[config.mk]
export PLATFORM = sky130hd
export DESIGN_NAME = axil_cmd_master
export DESIGN_NICKNAME = d
export VERILOG_FILES = /design/src/rtl/axil_cmd_master.sv
export SDC_FILE = /design/constraint.sdc
export NUM_CORES = 1
export LEC_CHECK = 0
export CAP_MARGIN = 20
export CORE_MARGIN = 10
export CORE_UTILIZATION = 41
export DETAILED_ROUTE_END_ITERATION = 8
export GPL_ROUTABILITY_DRIVEN = 0
export GPL_TIMING_DRIVEN = 1
export PLACE_DENSITY = 0.87
export SETUP_SLACK_MARGIN = 0.02
export SYNTH_ARGS = -nofsm -noshare
export SYNTH_HDL_FRONTEND = slang
export SYNTH_SLANG_ARGS = --single-unit
[constraint.sdc]
create_clock -name axilite_clk -period 2.1 [get_ports axilite_clk]
set_input_delay 0.525 -clock axilite_clk [delete_from_list [all_inputs] [get_ports axilite_clk]]
set_output_delay 0.525 -clock axilite_clk [all_outputs]
set_load 0.03 [all_outputs]
[src/rtl/axil_cmd_master.sv]
// -----------------------------------------------------------------------------
// axil_cmd_master
//
// Single-outstanding AXI4-Lite master. It turns a simple single-beat
// command/response stream into AXI4-Lite write and read transactions, and it
// keeps counters of completed writes, completed reads and error completions.
//
// Optional feature: define AXIL_CMD_TIMEOUT_EN to enable the response
// watchdog. The watchdog sets the sticky timeout_err flag after
// TIMEOUT_CYCLES clocks spent waiting on the AXI side. Without the macro,
// timeout_err is tied to 0 and TIMEOUT_CYCLES has no effect.
//
// Ports
//   axilite_clk, axilite_rstb     clock (rising edge), async active-low reset
//   cmd_valid/cmd_ready           command handshake
//   cmd_write/addr/wdata/wstrb    command payload (wdata/wstrb used by writes)
//   rsp_valid/rsp_ready           response handshake
//   rsp_write/rdata/resp          response payload (rdata is 0 for writes)
//   wr_cnt, rd_cnt                completed writes/reads, wrap at 16 bits
//   err_cnt                       error completions (and timeouts), saturates
//   timeout_err                   sticky watchdog flag
//   m_axil_*                      AXI4-Lite master channels AW, W, B, AR, R
// -----------------------------------------------------------------------------
module axil_cmd_master #(
    parameter int unsigned TIMEOUT_CYCLES = 32'd1024
) (
    input  logic        axilite_clk,
    input  logic        axilite_rstb,

    input  logic        cmd_valid,
    output logic        cmd_ready,
    input  logic        cmd_write,
    input  logic [31:0] cmd_addr,
    input  logic [31:0] cmd_wdata,
    input  logic [3:0]  cmd_wstrb,

    output logic        rsp_valid,
    input  logic        rsp_ready,
    output logic        rsp_write,
    output logic [31:0] rsp_rdata,
    output logic [1:0]  rsp_resp,

    output logic [15:0] wr_cnt,
    output logic [15:0] rd_cnt,
    output logic [15:0] err_cnt,
    output logic        timeout_err,

    output logic [31:0] m_axil_awaddr,
    output logic [2:0]  m_axil_awprot,
    output logic        m_axil_awvalid,
    input  logic        m_axil_awready,
    output logic [31:0] m_axil_wdata,
    output logic [3:0]  m_axil_wstrb,
    output logic        m_axil_wvalid,
    input  logic        m_axil_wready,
    input  logic [1:0]  m_axil_bresp,
    input  logic        m_axil_bvalid,
    output logic        m_axil_bready,
    output logic [31:0] m_axil_araddr,
    output logic [2:0]  m_axil_arprot,
    output logic        m_axil_arvalid,
    input  logic        m_axil_arready,
    input  logic [31:0] m_axil_rdata,
    input  logic [1:0]  m_axil_rresp,
    input  logic        m_axil_rvalid,
    output logic        m_axil_rready
);

    typedef enum logic [2:0] {
        ST_IDLE  = 3'd0,
        ST_WR    = 3'd1,
        ST_WR_B  = 3'd2,
        ST_RD_AR = 3'd3,
        ST_RD_R  = 3'd4,
        ST_RSP   = 3'd5
    } state_t;

    state_t      state_r;
    state_t      state_nxt_s;

    logic        aw_done_r;
    logic        w_done_r;
    logic        aw_done_nxt_s;
    logic        w_done_nxt_s;

    logic        cmd_acc_s;
    logic        b_acc_s;
    logic        r_acc_s;
    logic        rsp_acc_s;

    logic        cmd_ready_r;
    logic        awvalid_r;
    logic        wvalid_r;
    logic        arvalid_r;
    logic        rsp_valid_r;

    logic        cmd_ready_nxt_s;
    logic        awvalid_nxt_s;
    logic        wvalid_nxt_s;
    logic        arvalid_nxt_s;
    logic        rsp_valid_nxt_s;

    logic [31:0] addr_r;
    logic [31:0] wdata_r;
    logic [3:0]  wstrb_r;
    logic        cmd_write_r;

    logic        rsp_write_r;
    logic [31:0] rsp_rdata_r;
    logic [1:0]  rsp_resp_r;

    logic [15:0] wr_cnt_r;
    logic [15:0] rd_cnt_r;
    logic [15:0] err_cnt_r;
    logic        err_inc_s;
    logic        to_hit_s;

    // Increment that sticks at all-ones instead of wrapping.
    function automatic logic [15:0] sat_inc16(input logic [15:0] value);
        if (value == 16'hFFFF) begin
            sat_inc16 = 16'hFFFF;
        end else begin
            sat_inc16 = value + 16'd1;
        end
    endfunction

    // State register.
    always_ff @(posedge axilite_clk or negedge axilite_rstb) begin
        if (!axilite_rstb) begin
            state_r <= ST_IDLE;
        end else begin
            state_r <= state_nxt_s;
        end
    end

    // Next-state logic, handshake events, and next values of the registered
    // valid/ready outputs. Each output flop is loaded from the state being
    // entered, so the outputs are valid in the first cycle of that state.
    always_comb begin
        state_nxt_s   = state_r;
        aw_done_nxt_s = aw_done_r;
        w_done_nxt_s  = w_done_r;
        cmd_acc_s     = 1'b0;
        b_acc_s       = 1'b0;
        r_acc_s       = 1'b0;
        rsp_acc_s     = 1'b0;

        case (state_r)
            ST_IDLE: begin
                aw_done_nxt_s = 1'b0;
                w_done_nxt_s  = 1'b0;
                if (cmd_valid && cmd_ready_r) begin
                    cmd_acc_s   = 1'b1;
                    state_nxt_s = cmd_write ? ST_WR : ST_RD_AR;
                end else begin
                    state_nxt_s = ST_IDLE;
                end
            end
            ST_WR: begin
                // AW and W complete independently; leave once both have
                // handshaken, whether in the same cycle or different ones.
                if (awvalid_r && m_axil_awready) begin
                    aw_done_nxt_s = 1'b1;
                end else begin
                    aw_done_nxt_s = aw_done_r;
                end
                if (wvalid_r && m_axil_wready) begin
                    w_done_nxt_s = 1'b1;
                end else begin
                    w_done_nxt_s = w_done_r;
                end
                if (aw_done_nxt_s && w_done_nxt_s) begin
                    state_nxt_s = ST_WR_B;
                end else begin
                    state_nxt_s = ST_WR;
                end
            end
            ST_WR_B: begin
                if (m_axil_bvalid) begin
                    b_acc_s     = 1'b1;
                    state_nxt_s = ST_RSP;
                end else begin
                    state_nxt_s = ST_WR_B;
                end
            end
            ST_RD_AR: begin
                if (m_axil_arready) begin
                    state_nxt_s = ST_RD_R;
                end else begin
                    state_nxt_s = ST_RD_AR;
                end
            end
            ST_RD_R: begin
                if (m_axil_rvalid) begin
                    r_acc_s     = 1'b1;
                    state_nxt_s = ST_RSP;
                end else begin
                    state_nxt_s = ST_RD_R;
                end
            end
            ST_RSP: begin
                if (rsp_ready) begin
                    rsp_acc_s   = 1'b1;
                    state_nxt_s = ST_IDLE;
                end else begin
                    state_nxt_s = ST_RSP;
                end
            end
            default: begin
                state_nxt_s = ST_IDLE;
            end
        endcase

        cmd_ready_nxt_s = (state_nxt_s == ST_IDLE);
        awvalid_nxt_s   = (state_nxt_s == ST_WR) && !aw_done_nxt_s;
        wvalid_nxt_s    = (state_nxt_s == ST_WR) && !w_done_nxt_s;
        arvalid_nxt_s   = (state_nxt_s == ST_RD_AR);
        rsp_valid_nxt_s = (state_nxt_s == ST_RSP);
        err_inc_s       = (rsp_acc_s && (rsp_resp_r != 2'b00)) || to_hit_s;
    end

    // Registered handshake outputs and the AW/W completion flags.
    always_ff @(posedge axilite_clk or negedge axilite_rstb) begin
        if (!axilite_rstb) begin
            cmd_ready_r <= 1'b0;
            awvalid_r   <= 1'b0;
            wvalid_r    <= 1'b0;
            arvalid_r   <= 1'b0;
            rsp_valid_r <= 1'b0;
            aw_done_r   <= 1'b0;
            w_done_r    <= 1'b0;
        end else begin
            cmd_ready_r <= cmd_ready_nxt_s;
            awvalid_r   <= awvalid_nxt_s;
            wvalid_r    <= wvalid_nxt_s;
            arvalid_r   <= arvalid_nxt_s;
            rsp_valid_r <= rsp_valid_nxt_s;
            aw_done_r   <= aw_done_nxt_s;
            w_done_r    <= w_done_nxt_s;
        end
    end

    // Command payload capture; only loaded in IDLE, so the AXI payloads stay
    // constant for the whole transaction.
    always_ff @(posedge axilite_clk or negedge axilite_rstb) begin
        if (!axilite_rstb) begin
            addr_r      <= 32'h0000_0000;
            wdata_r     <= 32'h0000_0000;
            wstrb_r     <= 4'h0;
            cmd_write_r <= 1'b0;
        end else if (cmd_acc_s) begin
            addr_r      <= cmd_addr;
            wdata_r     <= cmd_write ? cmd_wdata : 32'h0000_0000;
            wstrb_r     <= cmd_write ? cmd_wstrb : 4'h0;
            cmd_write_r <= cmd_write;
        end else begin
            addr_r      <= addr_r;
            wdata_r     <= wdata_r;
            wstrb_r     <= wstrb_r;
            cmd_write_r <= cmd_write_r;
        end
    end

    // Response capture from B or R; held until the next completion.
    always_ff @(posedge axilite_clk or negedge axilite_rstb) begin
        if (!axilite_rstb) begin
            rsp_write_r <= 1'b0;
            rsp_rdata_r <= 32'h0000_0000;
            rsp_resp_r  <= 2'b00;
        end else if (b_acc_s) begin
            rsp_write_r <= cmd_write_r;
            rsp_rdata_r <= 32'h0000_0000;
            rsp_resp_r  <= m_axil_bresp;
        end else if (r_acc_s) begin
            rsp_write_r <= cmd_write_r;
            rsp_rdata_r <= m_axil_rdata;
            rsp_resp_r  <= m_axil_rresp;
        end else begin
            rsp_write_r <= rsp_write_r;
            rsp_rdata_r <= rsp_rdata_r;
            rsp_resp_r  <= rsp_resp_r;
        end
    end

    // Status counters, updated when the response is consumed.
    always_ff @(posedge axilite_clk or negedge axilite_rstb) begin
        if (!axilite_rstb) begin
            wr_cnt_r  <= 16'h0000;
            rd_cnt_r  <= 16'h0000;
            err_cnt_r <= 16'h0000;
        end else begin
            if (rsp_acc_s && rsp_write_r) begin
                wr_cnt_r <= wr_cnt_r + 16'd1;
            end else begin
                wr_cnt_r <= wr_cnt_r;
            end
            if (rsp_acc_s && !rsp_write_r) begin
                rd_cnt_r <= rd_cnt_r + 16'd1;
            end else begin
                rd_cnt_r <= rd_cnt_r;
            end
            if (err_inc_s) begin
                err_cnt_r <= sat_inc16(err_cnt_r);
            end else begin
                err_cnt_r <= err_cnt_r;
            end
        end
    end

`ifdef AXIL_CMD_TIMEOUT_EN
    localparam logic [15:0] TO_LIMIT = 16'(TIMEOUT_CYCLES);

    logic [15:0] to_cnt_r;
    logic        to_active_s;
    logic        timeout_err_r;

    // Watchdog runs while waiting on any AXI channel; it fires once, on the
    // cycle the count reaches the limit, and then holds at the limit.
    always_comb begin
        to_active_s = 1'b0;
        case (state_r)
            ST_WR, ST_WR_B, ST_RD_AR, ST_RD_R: to_active_s = 1'b1;
            default:                           to_active_s = 1'b0;
        endcase
        to_hit_s = to_active_s && (to_cnt_r == (TO_LIMIT - 16'd1));
    end

    // Watchdog counter and sticky flag; the counter clears on entry to IDLE.
    always_ff @(posedge axilite_clk or negedge axilite_rstb) begin
        if (!axilite_rstb) begin
            to_cnt_r      <= 16'h0000;
            timeout_err_r <= 1'b0;
        end else begin
            if (state_nxt_s == ST_IDLE) begin
                to_cnt_r <= 16'h0000;
            end else if (to_active_s && (to_cnt_r != TO_LIMIT)) begin
                to_cnt_r <= to_cnt_r + 16'd1;
            end else begin
                to_cnt_r <= to_cnt_r;
            end
            if (to_hit_s) begin
                timeout_err_r <= 1'b1;
            end else begin
                timeout_err_r <= timeout_err_r;
            end
        end
    end

    assign timeout_err = timeout_err_r;
`else
    assign to_hit_s    = 1'b0;
    assign timeout_err = 1'b0;
`endif

    assign cmd_ready      = cmd_ready_r;
    assign rsp_valid      = rsp_valid_r;
    assign rsp_write      = rsp_write_r;
    assign rsp_rdata      = rsp_rdata_r;
    assign rsp_resp       = rsp_resp_r;
    assign wr_cnt         = wr_cnt_r;
    assign rd_cnt         = rd_cnt_r;
    assign err_cnt        = err_cnt_r;

    assign m_axil_awaddr  = addr_r;
    assign m_axil_awprot  = 3'b000;
    assign m_axil_awvalid = awvalid_r;
    assign m_axil_wdata   = wdata_r;
    assign m_axil_wstrb   = wstrb_r;
    assign m_axil_wvalid  = wvalid_r;
    assign m_axil_araddr  = addr_r;
    assign m_axil_arprot  = 3'b000;
    assign m_axil_arvalid = arvalid_r;
    // Response readies decode the state register only.
    assign m_axil_bready  = (state_r == ST_WR_B);
    assign m_axil_rready  = (state_r == ST_RD_R);

endmodule

# Yosys cells after proc, flatten, opt, wreduce, memory -nomap -nowiden
# Index checks and enable logic that the tools add are counted.
# word_totals
wordCells,77
register_bits,162
in_bits,114
output_inout_bits,197
# classes
n_addsub,3
mux,31
reduce_logical,16
n_eq_ne,9
# op_table
op,n
$mux 32,3
$add 16x1->16 const B,3
$pmux 3 s6,1
$eq 16x16->1 const B,1
$mux 16,1
$mux 1,15
$mux 2,5
$eq 3x2->1 const B,3
$eq 3x3->1 const B,3
$logic_and 1x1->1,9
$mux 3,3
$eq 3x1->1 const B,2
$logic_not 3->1,2
$mux 4,1
$pmux 1 s2,2
$reduce_bool 2->1,2
$logic_not 1->1,3

# Longest topological paths before layout
# depth
ltp_word,8
mapped_depth,7
depth_no_buf,5

# Worst setup path after synthesis
# OpenSTA, ideal clock, no wires.
# synth_path
path_type,reg2reg
from,register err_cnt_r[2] (netlist: err_cnt[2])
to,register err_cnt_r[12] (netlist: err_cnt[12])
stages_incl_launch_ff,5
arrival_ns,1.821
path_buffers,0
synth_period_minus_slack_ns,1.948
setup_ns,0.128
setup_slack_ns,0.152
cell_sequence,dfrtp_1 nand3_1 or4_1 nor3_2 mux2_1
# synth_via
elab_chain_cells,2
# synth_rtl
item,line_no,text
from (decl),114,logic [15:0] err_cnt_r;
from (signal assigned),303,err_cnt_r <= sat_inc16(err_cnt_r);
from (signal assigned),305,err_cnt_r <= err_cnt_r;
$add 16x1->16 or $eq 16x16->1 (tied branches),"123, 120",
$mux 16 *,120,if (value == 16'hFFFF) begin
# Mark *: on every way between the ends. The rest lies on a longest branch, timed or not.
# A chain may end at the register's enable or synchronous reset.

# Worst setup path in the final report
# layout_path
from,register addr_r[2] (netlist: m_axil_araddr[2])
to,output port m_axil_araddr[2]
# layout_rtl
item,line_no,text
from (decl),103,logic [31:0] addr_r;
from (signal assigned),252,addr_r <= cmd_addr;
from (signal assigned),257,addr_r <= addr_r;
to (decl),59,"output logic [31:0] m_axil_araddr,"
# No word-level cell between the ends.

==> key figures <==
Global route
  – Antenna violations before repair: 0
  – GR Util met3: 8.12%
  – Met1 Use GR: 20.8%
  – Total track usage: 18.5%
  – Met2 GRT Util: 31.5%
  – Highest-utilization routing layer at the global route stage: met2
  – Global-route congestion overflow total: 0
  – Number of global-route vias before repair: 5973
  – First-pass GRT wire length: 32.9 mm
  – Largest net degree at the start of global routing: 65

Clock network
  – Maximum level of the CTS H-tree: 4
  – Clock sinks: 162
  – Post-CTS clock slew at the launch and capture registers of the worst setup and hold paths: 0.06 ns
  – Worst-Skew Late Latency: 0.41 ns
  – Root Buffer: clkbuf_16
  – Number of buffers between clock root and the deepest sink: 2
  – Clock buffer count from CTS: 17
  – CTS tree: built

Setup path
  – Largest fanout on the critical path: 3
  – Critical path cell sequence: clkdlybuf4s50_1
  – Family with the most delay on the worst path: buffers and inverters
  – Buffers & Inverters on Critical Path: 1
  – Required time of the critical path: 1.57 ns
  – Startpoint type of the worst setup path: register
  – Element type at the critical path end: primary output
  – Cell with the largest stage delay on the worst path: clkdlybuf4s50_1
  – Worst setup path category: register to primary output
  – Data arrival time at the worst-slack endpoint: 1.54 ns
  – Delay of the slowest critical-path stage: 0.71 ns

STA
  – Hold slack final: 0.0609 ns
  – TNS Setup: 0 ns
  – Period utilization: 98.2%
  – Final Critical Period: 2.06 ns
  – Max frequency: 485 MHz
  – Worst Slack Setup Final: 0.0383 ns
  – Final setup vio count: 0
  – Relative slew slack: 63.1%
  – Setup repair after global routing missed its margin: no
  – Max-slew violation total from the final report: 0
  – Final hold violation count: 0
  – Worst-margin pin slew: 0.549 ns
  – Clock tree skew after final layout: 0.00532 ns

Power
  – Cell area power density: 1530 mW/mm^2
  – Maximum resistive drop on vdd: 1.02 mV
  – Total Power Consumption: 16.7 mW
  – Leakage power: 5.15 nW

Drt
  – Via count: 5631
  – Average wire length per cell after detail routing: 18.6 um
  – Aggregate routed wire length: 21.4 mm
  – Drt pass-1 iters: 4
  – Antenna viol nets, final: 0
  – Number of vias per cell: 4.90
  – Initial detailed-routing violation count: 220
  – Total DRC errors in the routed layout: 0

Yosys
  – Average cell area after synthesis: 11.3 sq um
  – Post-synth top area share: 58.6%
  – Leading area contributor after synthesis: dfrtp_1
  – Leading cell types by total area after synthesis: dfrtp_1 59%, mux2_2 5.9%, nand2_1 5.3%, buf_4 4.5%, a22o_1 4.1%
  – Asr flop ratio synth: 100%
  – Total standard cell area after synthesis: 0.00691 sq mm
  – Post-Synthesis Cells: 611
  – Yosys warning count: 0
  – Post-synthesis register bit count: 162
  – Commonest register cell after synthesis: dfrtp_1
  – Number of flops mapped to enable cells by yosys: 0
  – Number of distinct library cells after synthesis: 47
  – Share of the yosys chip area belonging to registers: 58.6%

Job
  – Max-cap check violation count: 0

Final layout
  – Fraction of layout cells with a size suffix above 1: 13.1%
  – Antenna Diode Count: 0
  – Final layout net count: 1034
  – Post-route non-filler standard cell count: 1149
  – Layout overhead on the synthesized area: 57.7%
  – Final core occ: 65.7%
  – Post-route standard cell area excluding fillers: 0.0109 sq mm
  – Filler instances: 1284

Min path
  – Hold WC Path Type: input port to async pin

Outcome
  – Run status: complete, no violations

Die
  – Die width: 150 um
  – DIE HEIGHT: 150 um
  – Total I/O pin count: 311
  – Core Rows: 47
  – DIE AREA: 0.0225 sq mm
  – Core ar.: 0.0166 sq mm
  – Initial core utilization: 41.7%

Placed design
  – Detailed-placement wirelength estimate: 16.8 mm
  – Worst setup timing slack at the placement stage: -0.288 ns
  – I/O Buffers: 303
  – Number of placed instances, taps included: 1118
  – Post-detailed-placement cell area: 0.0102 sq mm
[sequential cells by signal, summed over array words and instances, names as in the netlist, 2 cells and up]
name	count
rd_cnt	16
m_axil_wstrb	4
m_axil_wdata	32
rsp_rdata	32
m_axil_araddr	32
wr_cnt	16
rsp_resp	2
err_cnt	16
state_r	3
[per-layer routing]
layer  vias up  routed length [um]
met5         -                   0
met4         0                 222
met3        12                2130
met2       235               10700
met1      2692                8300
li1       2692                   -
[logic make-up after synthesis]
family          after synthesis  share of synthesized area (%)
compound gates              102                           9.81
xor+xnor                     35                           4.43
fa+ha+maj                     3                          0.543
buf+inv                      74                           6.43
flops                       162                           58.6
mux                          40                           6.46
other cells                   1                         0.0542
simple gates                194                           13.6
[repair_timing]
item	in CTS	in global routing
setup endpoints to repair	30	17
hold buffers	0	0
gates resized for setup	29	16
setup buffers	0	0
[final cells by class]
cell class / count / area [sq um] / area share (%)
Tap cell: 220 / 275 / 2.52
Clock inverter: 12 / 203 / 1.86
Inverter: 10 / 37.5 / 0.344
Sequential cell: 162 / 4050 / 37.2
Timing Repair Buffer: 345 / 3420 / 31.4
Multi-Input combinational cell: 381 / 2460 / 22.5
Clock buffer: 19 / 453 / 4.15
[cells in the final DEF, fill, tap and decap left out, drive strengths merged, types with 4 or more instances in the layout]
cell and instances:
nand3 19, and3 6, bufinv 5, dlygate4sd2 29, clkdlybuf4s50 255, nand4 15
clkbuf 19, conb 7, buf 45, dlymetal6s2s 16, clkinv 4, inv 12
a21oi 14, xor2 9, nor3 9, a22o 32, nor2 23, o21ai 43
mux2 37, dfrtp 162, nand2 98, xnor2 26, nor4 7
[power by group]
part	internal (mW)	total, mW	switching (mW)
clock network	2.18	3.43	1.25
registers	4.24	5.02	0.773
logic	3.51	8.25	4.74
[cell usage after synthesis (all sizes together) (14+ instances only)]
master / number
buf: 46
mux2: 37
xnor2: 26
a22o: 32
a21oi: 14
clkbuf: 18
nand3: 19
nand2: 98
o21ai: 43
dfrtp: 162
nor2: 23
nand4: 15
[worst paths after layout]
check	to	cells past startpoint	slack [ns]	start
worst max-delay path	m_axil_araddr[2]	1	0.04	m_axil_araddr[2]
max in group asynchronous	wr_cnt[0]	2	1.43	axilite_rstb
min in group axilite_clk	m_axil_wstrb[2]	2	0.48	m_axil_wstrb[2]
worst min-delay path	rd_cnt[14]	1	0.06	axilite_rstb
worst max register to register	err_cnt[10]	5	0.21	err_cnt[0]
worst min register to register	m_axil_wstrb[2]	2	0.48	m_axil_wstrb[2]
Power figures use the tool's default switching activity.
